[config.mk]
export PLATFORM = sky130hd
export DESIGN_NAME = id_ex_stage_reg_flat
export DESIGN_NICKNAME = d
export VERILOG_FILES = /design/src/rtl/id_ex_stage_reg_if.sv /design/src/rtl/id_ex_stage_reg.sv /design/src/flat_wrapper.sv
export SDC_FILE = /design/constraint.sdc
export NUM_CORES = 1
export LEC_CHECK = 0
export CORE_MARGIN = 2
export CORE_UTILIZATION = 30
export DETAILED_ROUTE_END_ITERATION = 8
export GPL_TIMING_DRIVEN = 1
export PLACE_DENSITY = 0.66
export REMOVE_ABC_BUFFERS = 1
export SETUP_SLACK_MARGIN = 0.2
export SYNTH_ARGS = -nofsm -noshare
export SYNTH_HDL_FRONTEND = slang
export SYNTH_SLANG_ARGS = --single-unit
[constraint.sdc]
create_clock -name clk -period 5.3 [get_ports clk]
set_input_delay 0.53 -clock clk [delete_from_list [all_inputs] [get_ports clk]]
set_output_delay 0.53 -clock clk [all_outputs]
set_load 0.02 [all_outputs]
[src/rtl/id_ex_stage_reg_if.sv]
// ID->EX stage bundle: decoded ID fields in, registered EX copies out.
// Also carries freeze/flush control plus hazard and stall-count status.
interface id_ex_stage_reg_if #(
  parameter int WORD_W     = 32,
  parameter int REG_ADDR_W = 5,
  parameter int EXE_CMD_W  = 4,
  parameter int CNT_W      = 16
);
  logic                  freeze;
  logic                  flush;
  logic                  id_valid;
  logic [WORD_W-1:0]     id_pc;
  logic [WORD_W-1:0]     id_reg1;
  logic [WORD_W-1:0]     id_reg2;
  logic [WORD_W-1:0]     id_imm;
  logic [REG_ADDR_W-1:0] id_src1;
  logic [REG_ADDR_W-1:0] id_src2;
  logic                  id_src1_used;
  logic                  id_src2_used;
  logic [REG_ADDR_W-1:0] id_dest;
  logic [EXE_CMD_W-1:0]  id_exe_cmd;
  logic                  id_wb_en;
  logic                  id_mem_r_en;
  logic                  id_mem_w_en;

  logic                  ex_valid;
  logic [WORD_W-1:0]     ex_pc;
  logic [WORD_W-1:0]     ex_reg1;
  logic [WORD_W-1:0]     ex_reg2;
  logic [WORD_W-1:0]     ex_imm;
  logic [REG_ADDR_W-1:0] ex_src1;
  logic [REG_ADDR_W-1:0] ex_src2;
  logic [REG_ADDR_W-1:0] ex_dest;
  logic [EXE_CMD_W-1:0]  ex_exe_cmd;
  logic                  ex_wb_en;
  logic                  ex_mem_r_en;
  logic                  ex_mem_w_en;
  logic                  hazard_stall;
  logic [CNT_W-1:0]      stall_count;

  modport master (
    output freeze, flush, id_valid, id_pc,
    output id_reg1, id_reg2, id_imm,
    output id_src1, id_src2,
    output id_src1_used, id_src2_used,
    output id_dest, id_exe_cmd, id_wb_en,
    output id_mem_r_en, id_mem_w_en,
    input  ex_valid, ex_pc, ex_reg1,
    input  ex_reg2, ex_imm, ex_src1,
    input  ex_src2, ex_dest, ex_exe_cmd,
    input  ex_wb_en, ex_mem_r_en, ex_mem_w_en,
    input  hazard_stall, stall_count
  );

  modport slave (
    input  freeze, flush, id_valid, id_pc,
    input  id_reg1, id_reg2, id_imm,
    input  id_src1, id_src2,
    input  id_src1_used, id_src2_used,
    input  id_dest, id_exe_cmd, id_wb_en,
    input  id_mem_r_en, id_mem_w_en,
    output ex_valid, ex_pc, ex_reg1,
    output ex_reg2, ex_imm, ex_src1,
    output ex_src2, ex_dest, ex_exe_cmd,
    output ex_wb_en, ex_mem_r_en, ex_mem_w_en,
    output hazard_stall, stall_count
  );
endinterface

[src/rtl/id_ex_stage_reg.sv]
// ID->EX pipeline register with load-use bubble insertion,
// freeze/flush handling and a saturating hazard-bubble counter.
module id_ex_stage_reg #(
  parameter int WORD_W     = 32,
  parameter int REG_ADDR_W = 5,
  parameter int EXE_CMD_W  = 4,
  parameter int CNT_W      = 16
) (
  input logic               clk,
  input logic               rst,
  id_ex_stage_reg_if.slave  bus
);
  typedef struct packed {
    logic                  valid;
    logic [WORD_W-1:0]     pc;
    logic [WORD_W-1:0]     reg1;
    logic [WORD_W-1:0]     reg2;
    logic [WORD_W-1:0]     imm;
    logic [REG_ADDR_W-1:0] src1;
    logic [REG_ADDR_W-1:0] src2;
    logic [REG_ADDR_W-1:0] dest;
    logic [EXE_CMD_W-1:0]  exe_cmd;
    logic                  wb_en;
    logic                  mem_r_en;
    logic                  mem_w_en;
  } ex_t;

  ex_t              ex_q, ex_d, id_in;
  logic [CNT_W-1:0] cnt_q, cnt_d;
  logic             hz;
  logic             hit1, hit2;

  // Load-use detect against the load now sitting in EX.
  always_comb begin
    hit1 = bus.id_src1_used
         & (bus.id_src1 == ex_q.dest);
    hit2 = bus.id_src2_used
         & (bus.id_src2 == ex_q.dest);
    hz   = ~rst & bus.id_valid
         & ex_q.valid & ex_q.mem_r_en
         & (ex_q.dest != '0)
         & (hit1 | hit2);
  end

  // Next EX contents and counter, flush > freeze > hazard.
  always_comb begin
    id_in = '{
      valid:    bus.id_valid,
      pc:       bus.id_pc,
      reg1:     bus.id_reg1,
      reg2:     bus.id_reg2,
      imm:      bus.id_imm,
      src1:     bus.id_src1,
      src2:     bus.id_src2,
      dest:     bus.id_dest,
      exe_cmd:  bus.id_exe_cmd,
      wb_en:    bus.id_wb_en,
      mem_r_en: bus.id_mem_r_en,
      mem_w_en: bus.id_mem_w_en
    };
    ex_d  = ex_q;
    cnt_d = cnt_q;
    priority case (1'b1)
      bus.flush:  ex_d = '0;
      bus.freeze: ex_d = ex_q;
      hz: begin
        ex_d = '0;
        if (cnt_q != '1)
          cnt_d = cnt_q + 1'b1;
      end
      default:    ex_d = id_in;
    endcase
  end

  // State register; reset clears everything at once.
  always_ff @(posedge clk or posedge rst) begin
    if (rst) begin
      ex_q  <= '0;
      cnt_q <= '0;
    end else begin
      ex_q  <= ex_d;
      cnt_q <= cnt_d;
    end
  end

  assign bus.ex_valid     = ex_q.valid;
  assign bus.ex_pc        = ex_q.pc;
  assign bus.ex_reg1      = ex_q.reg1;
  assign bus.ex_reg2      = ex_q.reg2;
  assign bus.ex_imm       = ex_q.imm;
  assign bus.ex_src1      = ex_q.src1;
  assign bus.ex_src2      = ex_q.src2;
  assign bus.ex_dest      = ex_q.dest;
  assign bus.ex_exe_cmd   = ex_q.exe_cmd;
  assign bus.ex_wb_en     = ex_q.wb_en;
  assign bus.ex_mem_r_en  = ex_q.mem_r_en;
  assign bus.ex_mem_w_en  = ex_q.mem_w_en;
  assign bus.hazard_stall = hz;
  assign bus.stall_count  = cnt_q;
endmodule

[src/flat_wrapper.sv]
// flat-port wrapper written by rule: the top's interface ports become plain ports
module id_ex_stage_reg_flat 
#(
  parameter int WORD_W     = 32,
  parameter int REG_ADDR_W = 5,
  parameter int EXE_CMD_W  = 4,
  parameter int CNT_W      = 16
)
  (clk, rst, bus_freeze, bus_flush, bus_id_valid, bus_id_pc, bus_id_reg1, bus_id_reg2, bus_id_imm, bus_id_src1, bus_id_src2, bus_id_src1_used, bus_id_src2_used, bus_id_dest, bus_id_exe_cmd, bus_id_wb_en, bus_id_mem_r_en, bus_id_mem_w_en, bus_ex_valid, bus_ex_pc, bus_ex_reg1, bus_ex_reg2, bus_ex_imm, bus_ex_src1, bus_ex_src2, bus_ex_dest, bus_ex_exe_cmd, bus_ex_wb_en, bus_ex_mem_r_en, bus_ex_mem_w_en, bus_hazard_stall, bus_stall_count);
  id_ex_stage_reg_if #(.WORD_W(WORD_W), .REG_ADDR_W(REG_ADDR_W), .EXE_CMD_W(EXE_CMD_W), .CNT_W(CNT_W)) bus_i ();
  input logic clk;
  input logic rst;
  input wire logic [$bits(bus_i.freeze)-1:0] bus_freeze;
  input wire logic [$bits(bus_i.flush)-1:0] bus_flush;
  input wire logic [$bits(bus_i.id_valid)-1:0] bus_id_valid;
  input wire logic [$bits(bus_i.id_pc)-1:0] bus_id_pc;
  input wire logic [$bits(bus_i.id_reg1)-1:0] bus_id_reg1;
  input wire logic [$bits(bus_i.id_reg2)-1:0] bus_id_reg2;
  input wire logic [$bits(bus_i.id_imm)-1:0] bus_id_imm;
  input wire logic [$bits(bus_i.id_src1)-1:0] bus_id_src1;
  input wire logic [$bits(bus_i.id_src2)-1:0] bus_id_src2;
  input wire logic [$bits(bus_i.id_src1_used)-1:0] bus_id_src1_used;
  input wire logic [$bits(bus_i.id_src2_used)-1:0] bus_id_src2_used;
  input wire logic [$bits(bus_i.id_dest)-1:0] bus_id_dest;
  input wire logic [$bits(bus_i.id_exe_cmd)-1:0] bus_id_exe_cmd;
  input wire logic [$bits(bus_i.id_wb_en)-1:0] bus_id_wb_en;
  input wire logic [$bits(bus_i.id_mem_r_en)-1:0] bus_id_mem_r_en;
  input wire logic [$bits(bus_i.id_mem_w_en)-1:0] bus_id_mem_w_en;
  output wire logic [$bits(bus_i.ex_valid)-1:0] bus_ex_valid;
  output wire logic [$bits(bus_i.ex_pc)-1:0] bus_ex_pc;
  output wire logic [$bits(bus_i.ex_reg1)-1:0] bus_ex_reg1;
  output wire logic [$bits(bus_i.ex_reg2)-1:0] bus_ex_reg2;
  output wire logic [$bits(bus_i.ex_imm)-1:0] bus_ex_imm;
  output wire logic [$bits(bus_i.ex_src1)-1:0] bus_ex_src1;
  output wire logic [$bits(bus_i.ex_src2)-1:0] bus_ex_src2;
  output wire logic [$bits(bus_i.ex_dest)-1:0] bus_ex_dest;
  output wire logic [$bits(bus_i.ex_exe_cmd)-1:0] bus_ex_exe_cmd;
  output wire logic [$bits(bus_i.ex_wb_en)-1:0] bus_ex_wb_en;
  output wire logic [$bits(bus_i.ex_mem_r_en)-1:0] bus_ex_mem_r_en;
  output wire logic [$bits(bus_i.ex_mem_w_en)-1:0] bus_ex_mem_w_en;
  output wire logic [$bits(bus_i.hazard_stall)-1:0] bus_hazard_stall;
  output wire logic [$bits(bus_i.stall_count)-1:0] bus_stall_count;
  assign bus_i.freeze = bus_freeze;
  assign bus_i.flush = bus_flush;
  assign bus_i.id_valid = bus_id_valid;
  assign bus_i.id_pc = bus_id_pc;
  assign bus_i.id_reg1 = bus_id_reg1;
  assign bus_i.id_reg2 = bus_id_reg2;
  assign bus_i.id_imm = bus_id_imm;
  assign bus_i.id_src1 = bus_id_src1;
  assign bus_i.id_src2 = bus_id_src2;
  assign bus_i.id_src1_used = bus_id_src1_used;
  assign bus_i.id_src2_used = bus_id_src2_used;
  assign bus_i.id_dest = bus_id_dest;
  assign bus_i.id_exe_cmd = bus_id_exe_cmd;
  assign bus_i.id_wb_en = bus_id_wb_en;
  assign bus_i.id_mem_r_en = bus_id_mem_r_en;
  assign bus_i.id_mem_w_en = bus_id_mem_w_en;
  assign bus_ex_valid = bus_i.ex_valid;
  assign bus_ex_pc = bus_i.ex_pc;
  assign bus_ex_reg1 = bus_i.ex_reg1;
  assign bus_ex_reg2 = bus_i.ex_reg2;
  assign bus_ex_imm = bus_i.ex_imm;
  assign bus_ex_src1 = bus_i.ex_src1;
  assign bus_ex_src2 = bus_i.ex_src2;
  assign bus_ex_dest = bus_i.ex_dest;
  assign bus_ex_exe_cmd = bus_i.ex_exe_cmd;
  assign bus_ex_wb_en = bus_i.ex_wb_en;
  assign bus_ex_mem_r_en = bus_i.ex_mem_r_en;
  assign bus_ex_mem_w_en = bus_i.ex_mem_w_en;
  assign bus_hazard_stall = bus_i.hazard_stall;
  assign bus_stall_count = bus_i.stall_count;
  id_ex_stage_reg #(.WORD_W(WORD_W), .REG_ADDR_W(REG_ADDR_W), .EXE_CMD_W(EXE_CMD_W), .CNT_W(CNT_W)) u_core (.clk(clk), .rst(rst), .bus(bus_i));
endmodule
==> metrics.csv, run 1 <==
stage;metric;value;unit
power;Seq pwr share;0.439;
finish;layout net count;1204;
finish;commonest non-fill, non-tap cell in the layout;clkdlybuf4s50_1;
global_route;global-route usage over all layers;0.171;
timing;relative slew slack;0.358;
finish;most frequent cells in the layout;clkdlybuf4s50_1 (322), dfrtp_1 (167), nand2_1 (158), a21oi_1 (152), nand3b_1 (152);
critical_path;Worst EP arrival;2.63;ns
routing;antenna viol nets, final;0;
finish;area delta synth->final;54.0;%
placed_design;I/O Buffers;324;
synthesis;Avg Cell Area, Syn;9.70;µm²
finish;share of layout cells above drive strength 1;0.0397;
global_route;Most Crowded Layer GR;met2;
global_route;first-pass GRT wire length;35.5;mm
clock_tree;CTS tree;yes;
synthesis;Post-Synthesis Cells;765;
timing;RSZ-0062 raised after global routing;no;
global_route;Congestion Overflow GR;0;
power;Clk pwr share;0.398;
synthesis;post-synthesis adder-cell area fraction;0.00169;
clock_tree;htree depth;4;
synthesis;largest family of logic cells by synthesized area;simple AND/OR/NAND/NOR gates;
clock_tree;CTS Buf Count;17;
clock_tree;cts repair resizes;0;
critical_path;Critical Path, Cell by Cell;clkdlybuf4s50_1 -> inv_6 -> nand4_1 -> a21oi_1 -> nand2_4 -> clkinv_1 -> clkdlybuf4s50_1;
clock_tree;post-CTS repair timing setup buffer count;0;
global_route;vias in the first global route;6406;
timing;Final Slew Violations;0;
timing;Final Setup Violations;0;
synthesis;sequential share of the synthesized area;0.563;
power;Int Power;2.28;mW
routing;drt pass-1 iters;4;
critical_path;CP max-delay cell;clkdlybuf4s50_1;
synthesis;cell area after synthesis;7420;µm²
critical_path;CP delay by family, top;buffers and inverters;
clock_tree;Clock transition at path regs;0.07;ns
critical_path;Worst path depth;7;
global_route;initial antenna violation count;0;
critical_path;worst-path fanout max;36;
finish;n_diodes;0;
power;Logic pwr share;0.164;
timing;final hold vios;0;
placed_design;dpl hpwl;14.7;mm
power;PwrDens;273;nW/µm²
timing;Final Skew;0.0112;ns
critical_path;Critical Path Sink Type;primary output;
critical_path;Max stage delay on crit path;0.66;ns
critical_path;R2R depth;7;
global_route;largest net degree at the start of global routing;158;
clock_tree;Num Clock Sinks;167;
timing;Slew @ Worst Pin;0.963;ns
floorplan;initial core utilization;0.305;
finish;Final Instance Count excl. Fillers;1383;
critical_path;CP Launch Type;input port;
placed_design;Placed Cells;1351;
routing;final wirelength;22.7;mm
clock_tree;Clock Path Buffers;2;
synthesis;post-synthesis mux area share;0.00152;
timing;period utilization;0.597;
floorplan;row count;57;
floorplan;core area;24300;µm²
synthesis;Syn. warnings;0;
synthesis;flops & latches, synth;167;
power;switching share of power;0.270;
critical_path;CP bufs+invs;4;
flow_run;max cap viols;0;
synthesis;post-synthesis compound-gate area fraction;0.105;
floorplan;total die area;26000;µm²
routing;initial drt markers;424;
finish;end-of-flow core utilization;0.470;
critical_path;most used cell, CP;clkdlybuf4s50_1;
routing;post-DR wirelength/cell;16.4;µm
floorplan;height of the die;161;µm
clock_tree;Skew-Pair Late Insertion Delay;0.42;ns
timing;Fmax achieved;316;MHz
power;P_leak;4.59;nW
timing;crit path time final;3.16;ns
synthesis;simple-gate portion of the synthesized area;0.260;
power;Sw Pwr;0.843;mW
synthesis;Post-Synth XOR/XNOR Area;0.0295;
clock_tree;# hold bufs at CTS;0;
floorplan;DIE WIDTH;161;µm
critical_path;WP data required;4.77;ns
routing;Via Count;6616;
routing;vias per cell;4.78;
power;maximum vdd ir drop;0.155;mV
floorplan;Top Ports;325;
clock_tree;root buffer cell;clkbuf_16;
run_status;status;finished, final reports clean;
routing;Remaining DRCs;0;
critical_path;crit path kind;in2out;
placed_design;Final GP Congestion;0.766;
synthesis;Yosys cell types;23;
global_route;routing usage on met1;0.223;
hold_path;min-delay worst type;in2async;
global_route;met3 Track Usage GR;0.0580;
global_route;met2 usage;0.265;
-- final cells by class --
cell class	instances	area, µm²
Fill cell	2347	12900
Sequential cell	167	4180
Timing Repair Buffer	330	3300
Multi-Input combinational cell	528	2960
Clock buffer	19	443
Tap cell	324	405
Clock inverter	13	134
Inverter	2	12.5
-- metal layers --
| metal | wire [µm] | part of all wire |
|---|---|---|
| met1 | 9940 | 0.44 |
| met3 | 1720 | 0.076 |
| met2 | 10400 | 0.46 |
| met5 | 0 | 0 |
| met4 | 638 | 0.028 |
-- sequential cells by signal (all words and copies together) (netlist names), 4 cells and up --
| signal | flops |
|---|---|
| u_core.bus.ex_dest | 5 |
| u_core.bus.ex_exe_cmd | 4 |
| u_core.bus.ex_src2 | 5 |
| u_core.bus.ex_reg1 | 32 |
| u_core.bus.ex_pc | 32 |
| u_core.bus.stall_count | 16 |
| u_core.bus.ex_src1 | 5 |
| u_core.bus.ex_imm | 32 |
| u_core.bus.ex_reg2 | 32 |
-- synthesized netlist by cell type --
cell | number | area (µm²)
a21oi_1 | 152 | 761
nor2_1 | 9 | 33.8
inv_1 | 1 | 3.75
dfrtp_1 | 167 | 4180
buf_6 | 1 | 11.3
mux2_2 | 1 | 11.3
o22ai_1 | 1 | 6.26
ha_1 | 1 | 12.5
buf_2 | 17 | 85.1
and3_1 | 2 | 12.5
clkinv_1 | 1 | 3.75
o41a_1 | 1 | 11.3
xnor2_1 | 20 | 175
nand3_1 | 8 | 40.0
nand2_1 | 159 | 597
nor3_1 | 4 | 20.0
or3b_1 | 1 | 8.76
nand3b_1 | 152 | 1140
xor2_1 | 5 | 43.8
clkbuf_1 | 50 | 188
and4_1 | 1 | 8.76
nand4_1 | 10 | 62.6
nor4_1 | 1 | 6.26
-- logic make-up (layout without fill, tap and decap cells) --
logic type	Yosys count	in the layout
AOI/OAI and AO/OA	154	154
xor gates and xnor gates	25	25
adders and majority gates	1	1
buffers and inverters	70	364
DFF	167	167
muxes	1	1
and+or+nand+nor	347	347
-- path summary, 6_finish.rpt --
check	start	slack [ns]	end
min	rst	0.47	u_core.bus.ex_src2[2]
max reg2reg	u_core.bus.ex_dest[3]	2.93	u_core.bus.stall_count[3]
min in group clk	u_core.bus.stall_count[9]	0.50	u_core.bus.stall_count[9]
max	rst	2.14	bus_hazard_stall
min reg2reg	u_core.bus.stall_count[9]	0.50	u_core.bus.stall_count[9]
max in group asynchronous	rst	3.62	u_core.bus.ex_pc[28]
-- power groups by stage --
stage / clock network, mW / logic [mW] / registers (mW)
2_1_floorplan: 0 / 0.118 / 1.47
3_3_place_gp: 0 / 0.513 / 1.39
3_5_place_dp: 0 / 0.516 / 1.39
4_1_cts: 1.29 / 0.518 / 1.37
5_1_grt: 1.33 / 0.551 / 1.37
6_report: 1.24 / 0.511 / 1.37
-- stage by stage --
step | total power [mW] | TNS [ns] | hold slack, ns | worst slack (ns) | cell area [µm²]
6_report | 3.12 | 0 | 0.467 | 2.14 | 11400
3_3_place_gp | 1.90 | 0 | 0.487 | 2.09 | 10900
4_1_cts | 3.17 | 0 | 0.462 | 2.08 | 11400
2_1_floorplan | 1.58 | -318.07 | 0.593 | -2.55 | 7140
3_5_place_dp | 1.91 | 0 | 0.483 | 2.08 | 10900
5_1_grt | 3.26 | 0 | 0.479 | 1.95 | 11400
(Power assumes the default switching activity.)
==> inputs of run 2 (changes only) <==
--- a/config.mk
+++ b/config.mk
@@ -9,7 +9,7 @@
 export CORE_UTILIZATION = 30
 export DETAILED_ROUTE_END_ITERATION = 8
 export GPL_TIMING_DRIVEN = 1
-export PLACE_DENSITY = 0.66
+export PLACE_DENSITY = 0.63
 export REMOVE_ABC_BUFFERS = 1
 export SETUP_SLACK_MARGIN = 0.2
 export SYNTH_ARGS = -nofsm -noshare
==> constraint.sdc (replaced) <==
create_clock -name clk -period 3 [get_ports clk]
set_input_delay 0.3 -clock clk [delete_from_list [all_inputs] [get_ports clk]]
set_output_delay 0.3 -clock clk [all_outputs]
set_load 0.02 [all_outputs]
==> metrics.csv, run 2 (synthesis gave the netlist of run 1 again) <==
stage;metric;value;unit
critical_path;Critical Path Sink Type;primary output;
hold_path;Hold Path Sink;u_core.bus.ex_pc[15];
hold_path;hold path start;bus_freeze;
placed_design;placed inst area;10900;µm²
critical_path;setup slack, reg-to-reg;0.74;ns
critical_path;worst-path fanout max;5;
global_route;global-route usage over all layers;0.174;
critical_path;CP Launch Type;flip-flop;
placed_design;Final GP Congestion;0.767;
routing;initial drt markers;514;
global_route;routing usage on met1;0.232;
run_status;status;finished, final reports clean;
clock_tree;Num Clock Sinks;167;
timing;relative slew slack;0.325;
timing;crit path time final;2.29;ns
timing;total negative slack;0;ns
timing;Slew @ Worst Pin;1.01;ns
floorplan;DIE WIDTH;161;µm
timing;Final Skew;0.0137;ns
finish;area delta synth->final;54.4;%
routing;Remaining DRCs;0;
clock_tree;Clock Path Buffers;2;
routing;drt pass-1 iters;4;
placed_design;dpl hpwl;14.8;mm
critical_path;WP data required;2.70;ns
timing;final hold vios;0;
finish;design area;11500;µm²
critical_path;R2R depth;7;
clock_tree;htree depth;4;
global_route;Congestion Overflow GR;0;
timing;Final Slew Violations;0;
clock_tree;Skew-Pair Late Insertion Delay;0.42;ns
routing;vias per cell;4.76;
finish;n_diodes;0;
power;maximum vdd ir drop;0.307;mV
global_route;vias in the first global route;6391;
timing;Final Setup Violations;0;
global_route;largest net degree at the start of global routing;168;
timing;period utilization;0.764;
power;P_leak;4.63;nW
floorplan;row count;57;
routing;post-DR wirelength/cell;16.7;µm
hold_path;hold path depth;3;
global_route;first-pass GRT wire length;36.2;mm
floorplan;core area;24300;µm²
routing;antenna viol nets, final;0;
global_route;initial antenna violation count;1;
floorplan;total die area;26000;µm²
timing;Fmax achieved;436;MHz
power;PwrDens;475;nW/µm²
critical_path;r2r endpoint;u_core.bus.stall_count[3];
routing;Via Count;6603;
finish;layout net count;1207;
clock_tree;root buffer cell;clkbuf_16;
floorplan;initial core utilization;0.305;
critical_path;crit path kind;reg2out;
critical_path;r2r startpoint;u_core.bus.ex_dest[0];
finish;share of layout cells above drive strength 1;0.0414;
flow_run;max cap viols;0;
global_route;met3 Track Usage GR;0.0565;
placed_design;I/O Buffers;324;
routing;final wirelength;23.1;mm
floorplan;height of the die;161;µm
clock_tree;CTS Buf Count;17;
critical_path;Worst EP arrival;1.99;ns
finish;most frequent cells in the layout;clkdlybuf4s50_1 (321), dfrtp_1 (167), nand2_1 (158), a21oi_1 (152), nand3b_1 (152);
timing;RSZ-0062 raised after global routing;no;
global_route;met2 usage;0.273;
finish;commonest non-fill, non-tap cell in the layout;clkdlybuf4s50_1;
clock_tree;CTS tree;yes;
floorplan;Top Ports;325;
global_route;Most Crowded Layer GR;met2;
hold_path;min-delay worst type;in2reg;
clock_tree;Clock transition at path regs;0.07;ns
## run 2: area by class of cell
cell class / instances / area (µm²)
timing repair buffer: 333 / 3350
tap: 324 / 405
clock inverter: 12 / 110
clock buffer: 20 / 447
inverter: 2 / 12.5
sequential: 167 / 4180
multi-input combinational: 528 / 2960
fill: 2319 / 12900
## run 2: worst max path at each step
| stage | startpoint | end | depth (start not counted) |
|---|---|---|---|
| 3_5_place_dp | bus_id_src1[1] | bus_hazard_stall | 7 |
| 4_1_cts | u_core.bus.ex_dest[0] | bus_hazard_stall | 6 |
| 6_report | u_core.bus.ex_dest[0] | bus_hazard_stall | 6 |
| 2_1_floorplan | rst | u_core.bus.stall_count[1] | 7 |
| 5_1_grt | u_core.bus.ex_dest[0] | bus_hazard_stall | 6 |
| 3_3_place_gp | bus_id_src1[1] | bus_hazard_stall | 7 |
## run 2: worst max-delay path: stages (launching register included)
cell	delay, ns
dfrtp_1	0.47
xnor2_1	0.19
nand4_1	0.14
o22ai_1	0.27
nand2_4	0.13
clkinv_1	0.10
dlymetal6s2s_1	0.25
## run 2: metrics by stage
step           setup slack (ns)  std cells  hold WS [ns]  utilization  total power [mW]
2_1_floorplan             -4.62        697         0.363            -              2.80
3_3_place_gp              0.423       1354         0.489        0.448              3.37
3_5_place_dp              0.447       1354         0.484        0.448              3.38
4_1_cts                   0.267       1386         0.307        0.471              5.54
5_1_grt                   0.561       1386         0.330        0.471              5.71
6_report                  0.709       1386         0.310        0.471              5.44
## run 2: power breakdown
part / internal, mW / total, mW / switching, mW
sequential: 2.36 / 2.42 / 0.0610
clock: 1.12 / 2.11 / 0.999
combinational: 0.476 / 0.908 / 0.432
total: 3.95 / 5.44 / 1.49
## run 2: per-layer routing
metal / wire, µm / vias up
met3: 1680 / 29
met4: 427 / 2
met5: 13 / -
met1: 10300 / 3182
li1: - / 3174
met2: 10600 / 216
## run 2: repair_timing
action                                  CTS  global route
hold buffers                              0             0
endpoints found under the setup margin    0             1
setup buffers                             0             0
gates resized for setup                   0             1
==> inputs of run 3 (changes only) <==
--- a/config.mk
+++ b/config.mk
@@ -9,7 +9,7 @@
 export CORE_UTILIZATION = 30
 export DETAILED_ROUTE_END_ITERATION = 8
 export GPL_TIMING_DRIVEN = 1
-export PLACE_DENSITY = 0.63
+export PLACE_DENSITY = 0.66
 export REMOVE_ABC_BUFFERS = 1
 export SETUP_SLACK_MARGIN = 0.2
 export SYNTH_ARGS = -nofsm -noshare
==> constraint.sdc (replaced) <==
create_clock -name clk -period 1.9 [get_ports clk]
set_input_delay 0.19 -clock clk [delete_from_list [all_inputs] [get_ports clk]]
set_output_delay 0.19 -clock clk [all_outputs]
set_load 0.02 [all_outputs]
==> metrics.csv, run 3 (synthesis gave the netlist of run 1 again) <==
stage;metric;value;unit
global_route;Congestion Overflow GR;0;
critical_path;Worst EP arrival;2.20;ns
run_status;failing checks;negative setup slack;
timing;Final Setup Violations;2;
timing;RSZ-0062 raised after global routing;yes;
critical_path;crit path kind;reg2reg;
power;P_leak;5.00;nW
clock_tree;Clock transition at path regs;0.08;ns
finish;share of layout cells above drive strength 1;0.0908;
floorplan;initial core utilization;0.305;
placed_design;I/O Buffers;324;
finish;design area;11900;µm²
critical_path;Max stage delay on crit path;0.40;ns
routing;Remaining DRCs;0;
clock_tree;Skew-Pair Late Insertion Delay;0.41;ns
clock_tree;CTS tree;yes;
global_route;vias in the first global route;6595;
critical_path;most used cell, CP;xnor2_1;
timing;period utilization;1.01;
global_route;largest net degree at the start of global routing;200;
timing;relative slew slack;0.388;
critical_path;CP max-delay cell;dfrtp_1;
critical_path;WP data required;2.19;ns
finish;layout net count;1236;
global_route;first-pass GRT wire length;36.6;mm
hold_path;min-delay worst type;in2reg;
timing;Fmax achieved;522;MHz
timing;setup ws final;-0.0150;ns
placed_design;placed inst area;11100;µm²
routing;drt pass-1 iters;4;
floorplan;DIE WIDTH;161;µm
clock_tree;htree depth;4;
timing;hold_ws;0.338;ns
clock_tree;Num Clock Sinks;167;
floorplan;row count;57;
timing;final hold vios;0;
global_route;global-route usage over all layers;0.175;
finish;commonest non-fill, non-tap cell in the layout;clkdlybuf4s50_1;
clock_tree;# hold bufs at CTS;0;
timing;crit path time final;1.91;ns
finish;most frequent cells in the layout;clkdlybuf4s50_1 (302), dfrtp_1 (165), nand2_1 (156), nand3b_1 (152), a21oi_1 (141);
timing;Final Skew;0.0110;ns
critical_path;CP delay by family, top;simple AND/OR/NAND/NOR gates;
placed_design;Final GP Congestion;0.805;
routing;initial drt markers;449;
power;maximum vdd ir drop;0.441;mV
power;PwrDens;728;nW/µm²
critical_path;Critical Path, Cell by Cell;xnor2_1 -> nand4_1 -> o22ai_2 -> nand2_4 -> buf_8 -> or3b_1 -> xnor2_1;
flow_run;max cap viols;0;
global_route;initial antenna violation count;0;
timing;total negative slack;-0.0167;ns
routing;final wirelength;23.3;mm
floorplan;height of the die;161;µm
routing;vias per cell;4.77;
critical_path;worst-path fanout max;9;
critical_path;CP Launch Type;flip-flop;
clock_tree;Clock Path Buffers;2;
finish;end-of-flow core utilization;0.488;
clock_tree;CTS Buf Count;17;
finish;n_diodes;0;
floorplan;total die area;26000;µm²
timing;Slew @ Worst Pin;0.917;ns
run_status;status;finished, violations left;
timing;Final Slew Violations;0;
critical_path;Critical Path Sink Type;flip-flop;
floorplan;core area;24300;µm²
floorplan;Top Ports;325;
finish;area delta synth->final;59.8;%
routing;antenna viol nets, final;0;
routing;Via Count;6744;
placed_design;dpl hpwl;15.0;mm
critical_path;CP bufs+invs;1;
routing;post-DR wirelength/cell;16.5;µm
clock_tree;root buffer cell;clkbuf_16;
==> run 3: area by class of cell <==
type                       count  area [µm²]
fill                        2286       12500
sequential                   167        4180
timing repair buffer         362        3640
multi-input combinational    528        3060
clock buffer                  18         439
tap                          324         405
clock inverter                13         115
inverter                       2        13.8
==> run 3: metrics by stage <==
stage          cells  worst slack [ns]  power, mW
2_1_floorplan    697             -5.61       4.42
3_3_place_gp    1373            -0.389       5.33
3_5_place_dp    1373            -0.374       5.35
4_1_cts         1410           -0.0148       8.75
5_1_grt         1414            -0.123       9.01
6_report        1414           -0.0150       8.63
==> run 3: where the power goes <==
group	leakage (nW)	total (mW)	switching, mW	internal (mW)
clock	0.270	3.35	1.59	1.75
sequential	2.23	3.81	0.0936	3.72
combinational	2.50	1.47	0.694	0.773
==> run 3: final timing paths <==
path	startpoint	endpoint	slack, ns	cells past startpoint
min in group asynchronous	rst	u_core.bus.ex_dest[4]	0.38	4
worst min register to register	u_core.bus.stall_count[5]	u_core.bus.stall_count[5]	0.49	1
worst max-delay path	u_core.bus.ex_dest[1]	u_core.bus.stall_count[3]	-0.01	7
worst min-delay path	bus_id_dest[0]	u_core.bus.ex_dest[0]	0.34	3
max in group asynchronous	rst	u_core.bus.stall_count[1]	0.71	4
worst max register to register	u_core.bus.ex_dest[1]	u_core.bus.stall_count[3]	-0.01	7
==> run 3: layer usage <==
metal	part of all wire	global-route usage	up-vias
met5	0	0	-
met4	0.015	0.0450	0
met3	0.071	0.0547	22
met2	0.48	0.282	222
met1	0.43	0.229	3269
li1	-	-	3231
==> run 3: repair_timing <==
action,in CTS,in global routing
setup buffers,5,4
pin swaps,59,8
gates cloned,1,0
resized for setup,38,25
setup endpoints to repair,179,167
==> run 3: worst register-to-register path, delay by kind of cell (launching register included) <==
family	cells	cell delay, ns
compound gates	1	0.23
xor+xnor	2	0.32
buf+inv	1	0.18
flops	1	0.40
simple gates	3	0.67
